**config.mk**
```make
export PLATFORM = sky130hd
export DESIGN_NAME = nes_poll_ctrl
export DESIGN_NICKNAME = d
export VERILOG_FILES = /design/src/rtl/nes_poll_ctrl.sv
export SDC_FILE = /design/constraint.sdc
export NUM_CORES = 1
export LEC_CHECK = 0
export ABC_AREA = 1
export CAP_MARGIN = 25
export CORE_UTILIZATION = 50
export DETAILED_ROUTE_END_ITERATION = 16
export PLACE_DENSITY = 0.69
export SKIP_CTS_REPAIR_TIMING = 1
export SLEW_MARGIN = 10
export SYNTH_ARGS = -nofsm -noshare
export SYNTH_HDL_FRONTEND = slang
export SYNTH_SLANG_ARGS = --single-unit
```
**constraint.sdc**
```tcl
create_clock -name clk -period 2.7 [get_ports clk]
set_input_delay 0.405 -clock clk [delete_from_list [all_inputs] [get_ports clk]]
set_output_delay 0.405 -clock clk [all_outputs]
set_load 0.005 [all_outputs]
```
**src/rtl/nes_poll_ctrl.sv**
```systemverilog
// NES controller poller: drives latch/pulse, samples serial data, and publishes
// per-bit strobes plus a complete active-high button frame.
module nes_poll_ctrl #(
  parameter int unsigned TICK_DIV = 300,
  parameter int unsigned POLL_DIV = 833333
) (
  input  logic       clk,
  input  logic       reset_n,
  input  logic       enable,
  input  logic       nes_data,
  output logic       nes_latch,
  output logic       nes_pulse,
  output logic [3:0] bit_index,
  output logic       bit_data,
  output logic       bit_valid,
  output logic [7:0] buttons,
  output logic       frame_done
);

  localparam int unsigned TickW = (TICK_DIV > 1) ? $clog2(TICK_DIV) : 1;
  localparam int unsigned PollW = (POLL_DIV > 1) ? $clog2(POLL_DIV) : 1;
  localparam logic [TickW-1:0] TickMax = TickW'(TICK_DIV - 1);
  localparam logic [PollW-1:0] PollMax = PollW'(POLL_DIV - 1);

  typedef enum logic [2:0] {StIdle, StLatch, StWait, StPulse, StLow} state_e;

  state_e           state_q;
  logic [1:0]       sync_q;
  logic [PollW-1:0] poll_q;
  logic [TickW-1:0] tick_q;
  logic             half_q;   // second tick of the latch window
  logic [2:0]       pulse_q;  // pulses completed so far, 0..7
  logic [7:0]       shadow_q; // frame being assembled, active-high
  logic             data_s;
  logic             tick_end;

  assign data_s   = sync_q[1];
  assign tick_end = (tick_q == TickMax);

  // Two-flop synchronizer for the asynchronous serial data line.
  always_ff @(posedge clk or negedge reset_n) begin
    if (!reset_n) begin
      sync_q <= 2'b11;
    end else begin
      sync_q <= {sync_q[0], nes_data};
    end
  end

  // Frame-period counter; parked at zero whenever polling is disabled.
  always_ff @(posedge clk or negedge reset_n) begin
    if (!reset_n) begin
      poll_q <= '0;
    end else if (!enable || poll_q == PollMax) begin
      poll_q <= '0;
    end else begin
      poll_q <= poll_q + 1'b1;
    end
  end

  // Protocol sequencer with registered pin, strobe and frame outputs.
  always_ff @(posedge clk or negedge reset_n) begin
    if (!reset_n) begin
      state_q    <= StIdle;
      tick_q     <= '0;
      half_q     <= 1'b0;
      pulse_q    <= '0;
      shadow_q   <= '0;
      nes_latch  <= 1'b0;
      nes_pulse  <= 1'b0;
      bit_index  <= '0;
      bit_data   <= 1'b1;
      bit_valid  <= 1'b0;
      buttons    <= '0;
      frame_done <= 1'b0;
    end else begin
      bit_valid  <= 1'b0;
      frame_done <= 1'b0;
      // Timed states wrap the tick counter at their end, so every entry starts at 0.
      if (state_q != StIdle) begin
        tick_q <= tick_end ? '0 : tick_q + 1'b1;
      end
      unique case (state_q)
        StIdle: begin
          tick_q <= '0;
          // A start that lands while a frame is running is simply never seen here.
          if (enable && poll_q == '0) begin
            state_q   <= StLatch;
            nes_latch <= 1'b1;
            half_q    <= 1'b0;
            pulse_q   <= '0;
          end
        end
        StLatch: begin
          if (tick_end) begin
            if (half_q) begin
              state_q   <= StWait;
              nes_latch <= 1'b0;
              half_q    <= 1'b0;
            end else begin
              half_q <= 1'b1;
            end
          end
        end
        StWait: begin
          if (tick_end) begin
            bit_index   <= 4'd1;
            bit_data    <= data_s;
            bit_valid   <= 1'b1;
            shadow_q[0] <= ~data_s;
            state_q     <= StPulse;
            nes_pulse   <= 1'b1;
          end
        end
        StPulse: begin
          if (tick_end) begin
            state_q   <= StLow;
            nes_pulse <= 1'b0;
          end
        end
        StLow: begin
          if (tick_end) begin
            if (pulse_q == 3'd7) begin
              // Eighth pulse only clocks the register out; publish the frame.
              state_q    <= StIdle;
              buttons    <= shadow_q;
              frame_done <= 1'b1;
              bit_index  <= '0;
            end else begin
              bit_index                       <= 4'(pulse_q) + 4'd2;
              bit_data                        <= data_s;
              bit_valid                       <= 1'b1;
              shadow_q[3'(pulse_q + 3'd1)]    <= ~data_s;
              pulse_q                         <= pulse_q + 3'd1;
              state_q                         <= StPulse;
              nes_pulse                       <= 1'b1;
            end
          end
        end
        default: begin
          state_q   <= StIdle;
          nes_latch <= 1'b0;
          nes_pulse <= 1'b0;
        end
      endcase
    end
  end

endmodule

```
* Word level (Yosys, flattened, before mapping)
Cells that the tools add are included.
** Storage, ports and cells
- Output and inout port bits :: 17
- Word-level logic and storage cells :: 112
- Bits in registers :: 63
** Operators by class
- Equal/unequal tests :: 14
- $add $sub $neg :: 4
- Muxes and demuxes :: 51
- Reduce and logical (&&, ||, !) cells :: 22
- $lt $le $gt $ge :: 2
- Bitwise logic cells :: 4
** Operators by type and width (count)
- $mux 3 :: 9
- $mux 9 :: 3
- $mux 1 :: 23
- $add 20x1->20 const B :: 1
- $eq 20x20->1 const B :: 1
- $logic_not 20->1 :: 1
- $mux 20 :: 1
- $pmux 3 s5 :: 1
- $ne 2x2->1 const B :: 7
- $mux 4 :: 3
- $reduce_and 3->1 :: 4
- $reduce_and 4->1 :: 3
- $add 9x1->9 const B :: 1
- $eq 9x9->1 const B :: 1
- $bwmux 8 :: 1
- $pmux 1 s2 :: 4
- $pmux 4 s2 :: 1
- $reduce_bool 2->1 :: 4
- $eq 3x2->1 const B :: 2
- $eq 3x3->1 const B :: 2
- $pmux 3 s2 :: 1
- $reduce_and 6->1 :: 1
- $reduce_and 5->1 :: 1
- $add 3x2->4 const B :: 1
- other kinds (16) :: 20

* Logic depth before layout (Yosys ltp)
Gate-level depths: netlist of the first run.
- Word-level depth :: 9
- Mapped depth :: 10
- Gate-level depth less buffers :: 10

* Least setup slack after synthesis of the first run
Ideal clock, no wire load.
- Path type :: reg2reg
- Start :: register pulse_q[0]
- End :: register shadow_q[2]
- Data arrival time :: 1.398 ns
- Cell stages (with the launch flop) :: 9
- Slack :: 1.185 ns
- Clock period less this slack :: 1.515 ns
- Required time :: 2.583 ns
- Cells stage by stage :: dfrtp_1 -> ha_1 -> ha_1 -> inv_1 -> nand2_4 -> nor2_8 -> nand3_1 -> o21ai_1 -> inv_1
** On the way
- Cells in the longest elaborated chain, start to end :: 6
- Elaborated cells on any way between the ends :: 10
- Classes of those cells :: 1 x add/sub; 2 x order compare; 1 x eq/ne; 3 x mux; 1 x bitwise; 2 x reduce/logical
** RTL lines
- start, declared :: RTL line 32 : logic [2:0] pulse_q;
- start signal, assigned :: RTL line 133 : pulse_q <= pulse_q + 3'd1;
- $add 3x1->3 :: RTL line 132 : shadow_q[3'(pulse_q + 3'd1)] <= ~data_s;
- $lt 3x4->1 (implied by the code) or $ge 3x1->1 (tied branches) :: RTL line 132
- $logic_and 1x1->1 (implied by the code) :: RTL line 132
- $mux 1 (implied by the code) :: RTL line 132
- $demux 1 s3 :: RTL line 132
- $bwmux 8 :: RTL line 132
- end signal, assigned by index :: RTL line 132
- end, declared :: RTL line 33 : logic [7:0] shadow_q;
Parallel ways exist; a longest one is shown, timed or not.
A chain may end at the register's enable or synchronous reset.

* Final worst setup path of the first run
- Start :: register bit_data
- End :: output bit_data
** RTL lines
- start, declared :: RTL line 14 : output logic bit_data,
- start signal, assigned :: RTL line 107 : bit_data <= data_s;
- start signal, assigned :: RTL line 130 : bit_data <= data_s;
No word-level cell between the ends.

==> results of run 1 <==
-- layer usage --
| metal | vias up | routed length (um) | track usage, % |
|---|---|---|---|
| li1 | 1379 | - | - |
| met1 | 1248 | 3020 | 27.1 |
| met2 | 45 | 3070 | 34.5 |
| met3 | 12 | 236 | 2.98 |
| met4 | 0 | 127 | 10.0 |
| met5 | - | 0 | 0 |
-- stage by stage --
step / utilization, % / total power [uW] / setup slack, ps / std cells / hold slack, ps
after floorplan: - / 1730 / 1190 / 417 / 109
after global placement: 56.2 / 1880 / 709 / 513 / 347
after detailed placement: 56.2 / 1910 / 656 / 513 / 347
after CTS: 59.2 / 2710 / 909 / 529 / 20.2
after global routing: 59.2 / 2890 / 773 / 529 / 60.5
final: 59.2 / 2690 / 927 / 529 / 11.2
-- worst max path at each step --
| stage | end | cells after the start |
|---|---|---|
| floorplan | shadow_q[2] | 8 |
| global placement | pulse_q[0] | 10 |
| detailed placement | pulse_q[0] | 10 |
| CTS | bit_data | 1 |
| global route | pulse_q[2] | 10 |
| finish | bit_data | 1 |
-- final cells by class --
class	instances	share of cell area (%)
sequential	63	42.0
multi-input combinational	290	38.5
clock inverter	5	1.53
inverter	61	6.23
tap	77	2.56
timing repair buffer	22	5.59
clock buffer	11	3.50
-- Yosys cell counts, drive strengths merged (2+ instances only) --
cell   number
a21oi       8
a22o        2
buf         3
dfrtp      60
dfstp       3
ha          6
inv        60
nand2     114
nand3      32
nand4      10
nor2       70
nor3        7
nor3b       5
o21ai      24
xnor2       4
xor2        3
-- flip-flops by register name (all words and copies together) (netlist names) --
name        count
tick_q          9
poll_q         20
frame_done      1
buttons         8
nes_pulse       1
nes_latch       1
sync_q          2
half_q          1
bit_data        1
pulse_q         3
bit_index       4
bit_valid       1
shadow_q        8
state_q         3
-- power by group through the flow --
stage | clock network (uW) | logic (uW) | registers, uW
after CTS | 819 | 755 | 1140
after detailed placement | 0 | 750 | 1160
after floorplan | 0 | 592 | 1140
after global routing | 851 | 888 | 1160
final | 799 | 753 | 1140
after global placement | 0 | 730 | 1150
-- cell families after synthesis --
kind of cell | synth area share (%)
buffers and inverters | 8.02
DFF | 48.0
xor gates and xnor gates | 1.86
AOI/OAI and AO/OA | 6.95
and+or+nand+nor | 32.9
adders and majority gates | 2.28
==> qor.yml, run 1 <==
power_and_ir_drop:
  clkPwrFrac_pct: 29.7
  p_int_uw: 1730
  power.switching_uw: 965
  seq_power_share_pct: 42.3
  p_leak_uw: 0.00194
  swShare_pct: 35.8
  ir_worst_vdd_mv: 0.533
  powerDensity_nw_per_um2: 716
  combPwrFrac_pct: 28.0
clocking:
  clock_latency_ps: 340
  cts_buffers: 9
  clockBufferDepth: 2
  path_clk_slew_ps: 70
  cts-root-buf: "clkbuf_8"
  h-tree-depth: 3
  cts.sinks: 63
  cts_tree: "yes"
die:
  num_io_pins: 21
  die_y_um: 83.2
  placementRows: 29
  start_util_pct: 51.9
  die_area_um2: 6910
  core_area_um2: 6350
  die_w_um: 83.2
setup_path:
  slowest_stage: "dfstp_2"
  cp.arrival_ps: 1370
  reg2reg_slack_ps: 960
  cp_top_family: "flip-flops"
  worst-path-buf-inv: 1
  path_cells: "clkdlybuf4s50_1"
  r2r_start: "poll_q[0]"
  worstSetupPathType: "reg -> out"
  cp-start-kind: "flop"
  path_max_fanout: 2
  startpoint: "bit_data"
  cp_slowest_stage_delay_ps: 540
  cp-end-kind: "primary output"
  rr_worst_depth: 9
  cp_data_required_time_ps: 2300
  rr_endpoint: "pulse_q[0]"
detailed_routing:
  wirelength_um: 6450
  vias: 2684
  viasPerCell: 5.07
  drtAntennaViolNets: 0
  drc: 0
  avgRoutedWirePerCell_um: 12.2
  drt_pass1_iterations: 4
  drt_iter0_drc: 121
sta:
  finalMaxSlewViolations: 0
  maxSlewHeadroom_pct: 68.2
  fmax_mhz: 564
  finalCriticalPeriod_ps: 1770
  setup-tns-final_ps: 0
  fin_crit_sh_pct: 65.7
  setup-violations-final: 0
  finClkSkew_ps: 8.33
  hold_viol: 0
  tightest_slew_ps: 477
  rsz0062_at_grt: "false"
cells_and_area:
  layout_common_cells: "106 x nand2_1, 64 x nor2_1, 60 x dfrtp_1, 56 x inv_1, 32 x nand3_1"
  layout_commonest_cell: "nand2_1"
  register_area_um2: 1580
  final_cell_area_um2: 3760
  num-fill-cells: 561
  nets: 457
  layout-drive-gt1-share_pct: 10.4
  multi_input_area_um2: 1450
  antenna_cells: 0
  area_delta_synth_final_pct: 14.1
global_route:
  grtUsageTotal_pct: 20.9
  grt_overflow: 0
  grt_pass1_vias: 2648
  grt_pass1_wl_um: 11600
  antenna_found_initial: 0
  grt_max_degree: 23
synth:
  ys_warn_count: 0
  synthArstFlopShare_pct: 100
  syn-num-nets: 427
  yosysSeqAreaShare_pct: 48.0
  synth_flop_cell: "dfrtp_1"
  yosysTopAreaCellShare_pct: 45.6
  ys_ff_latch: 63
  avgSynthCellArea_um2: 7.90
  synth_edf_count: 0
  syn-instance-count: 417
  yosysTopAreaCell: "dfrtp_1"
  synth_cell_type_count: 31
  ys_top_cells_by_area: "dfrtp_1 46%, nand2_1 12%, nor2_1 7.3%, inv_1 6.4%, nand3_1 4.9%"
  syn_area_um2: 3290
placement:
  dp.final_hpwl_um: 4780
  gp_congestion: 0.873
  port_buffers: 20
  dpl_cell_area_um2: 3570
flow_run:
  cap_violations: 0
status:
  status: "finished clean"
min_path:
  hold_path.class: "in -> async"
No activity file was read; power rests on OpenSTA's default activity.
==> inputs of run 2 (changes only) <==
PLACE_DENSITY = 0.72   (was 0.69)
clock period = 1.5 ns   (was 2.7 ns; I/O delays follow)
==> run 2 against run 1 <==
Global-route usage increased by 1.0 points; highest routed layer unchanged; power increased by 120%; clock-buffer cell count decreased by 2; via count is 7.4% higher; combinational power grew 140%; the run now ends with negative setup slack left; sequential power increased by 78%; clock power rose by 150%; final area is 15% higher; worst hold slack improved by 260 ps; sequential share of layout area down 5.3 points; clock skew up 0.85 ps.
==> qor.yml, run 2 (synthesis gave the netlist of run 1 again) <==
status:
  status: "finished, violations left"
  violations: "negative setup slack"
power_and_ir_drop:
  power.switching_uw: 1950
  ir_worst_vdd_mv: 1.26
  clkPwrFrac_pct: 34.0
  seq_power_share_pct: 34.8
  swShare_pct: 33.3
  finalPower_uw: 5840
  combPwrFrac_pct: 31.2
  powerDensity_nw_per_um2: 1350
  p_int_uw: 3890
  p_leak_uw: 0.00219
die:
  placementRows: 29
  core_area_um2: 6350
  start_util_pct: 51.9
  die_y_um: 83.2
  die_area_um2: 6910
  die_w_um: 83.2
  num_io_pins: 21
min_path:
  worstHoldStart: "nes_data"
  holdPathStages: 1
  hold_path.class: "in -> reg"
  min_to: "sync_q[0]"
setup_path:
  reg2reg_slack_ps: -20
  rr_worst_depth: 8
  path_max_fanout: 8
  cp-start-kind: "flop"
  worstSetupPathType: "reg -> reg"
  cp.arrival_ps: 1780
  slowest_stage: "dfrtp_1"
  rr_endpoint: "shadow_q[5]"
  cp_data_required_time_ps: 1750
  r2r_start: "tick_q[1]"
  cp_slowest_stage_delay_ps: 370
  path_cells: "ha_2 -> nand2_2 -> nor2_4 -> nand2_8 -> nor2_8 -> nand3_1 -> o21ai_2 -> inv_1"
  cp-end-kind: "flop"
clocking:
  cts.sinks: 63
  cts_buffers: 9
  cts_tree: "yes"
  cts-root-buf: "clkbuf_8"
  clock_latency_ps: 360
  clockBufferDepth: 2
  h-tree-depth: 3
  path_clk_slew_ps: 70
sta:
  finalMaxSlewViolations: 0
  finalWorstSetupSlack_ps: -21.9
  finalCriticalPeriod_ps: 1520
  hold_viol: 0
  setup-violations-final: 2
  whs_ps: 267
  fin_crit_sh_pct: 101
  rsz0062_at_grt: "true"
  finClkSkew_ps: 9.18
  fmax_mhz: 657
  tightest_slew_ps: 373
  maxSlewHeadroom_pct: 75.2
placement:
  dpl_cell_area_um2: 3770
  port_buffers: 20
  gp_congestion: 0.872
  dp.final_hpwl_um: 4830
  place_inst: 537
cells_and_area:
  top_register: "poll_q"
  reg_top3: "poll_q x20, tick_q x9"
  layout-drive-gt1-share_pct: 26.9
  layout_common_cells: "94 x nand2_1, 57 x nor2_1, 56 x dfrtp_1, 50 x inv_1, 28 x buf_4"
  final_cell_area_um2: 4310
  largest_reg_flops: 20
  antenna_cells: 0
  area_delta_synth_final_pct: 30.9
  instances_no_fill: 561
  nets: 489
  layout_commonest_cell: "nand2_1"
flow_run:
  cap_violations: 0
detailed_routing:
  drt_iter0_drc: 131
  wirelength_um: 7330
  viasPerCell: 5.14
  drt_pass1_iterations: 4
  vias: 2883
  drtAntennaViolNets: 0
  drc: 0
  avgRoutedWirePerCell_um: 13.1
global_route:
  grtUsageTotal_pct: 21.9
  grt_max_degree: 31
  grt_overflow: 0
  grt_pass1_wl_um: 11900
  antenna_found_initial: 0
  grt_pass1_vias: 2723
run 2: critical path: cells and delay by family (launching register included):
family	cells	cell delay (ps)
buf+inv	1	40
fa+ha+maj	1	210
compound gates	1	140
simple gates	5	660
flops	1	370
run 2: worst max path at each step:
stage                    start     endpoint  slack, ps  depth (start not counted)
finish               tick_q[1]  shadow_q[5]        -20                          8
global route         tick_q[1]  shadow_q[5]       -150                          8
CTS                   bit_data     bit_data       -120                          1
detailed placement      enable   pulse_q[0]       -190                         10
global placement        enable   pulse_q[1]       -140                         10
floorplan           pulse_q[0]  shadow_q[0]          6                          8
run 2: layout make-up:
| cell class | instances | area [um2] |
|---|---|---|
| inverter | 61 | 234 |
| clock inverter | 7 | 145 |
| multi-input combinational | 291 | 1640 |
| sequential | 63 | 1590 |
| tap | 77 | 96.3 |
| fill | 492 | 2040 |
| clock buffer | 9 | 124 |
| timing repair buffer | 53 | 483 |
run 2: per-layer routing:
metal | share of wire [%] | vias to the layer above | GRT usage (%)
met1 | 46 | 1356 | 27.8
met5 | 0 | - | 0
li1 | - | 1443 | -
met2 | 47 | 67 | 34.9
met3 | 3.8 | 17 | 6.76
met4 | 2.5 | 0 | 9.09
run 2: through the flow:
stage                     setup TNS, ps  setup WS [ps]  util [%]
after detailed placement          -1360           -189      59.4
after global placement             -913           -137      59.4
final                             -33.3          -21.9      67.9
after CTS                          -588           -119      63.7
after floorplan                       0           5.90         -
after global routing              -1220           -153      67.9
run 2: power by group through the flow:
stage / Combinational (uW) / Clock, uW / Sequential [uW]
2_1_floorplan: 1070 / 0 / 2050
3_3_place_gp: 1530 / 0 / 2040
3_5_place_dp: 1570 / 0 / 2050
4_1_cts: 1590 / 2030 / 2020
5_1_grt: 2050 / 2090 / 2050
6_report: 1820 / 1990 / 2030
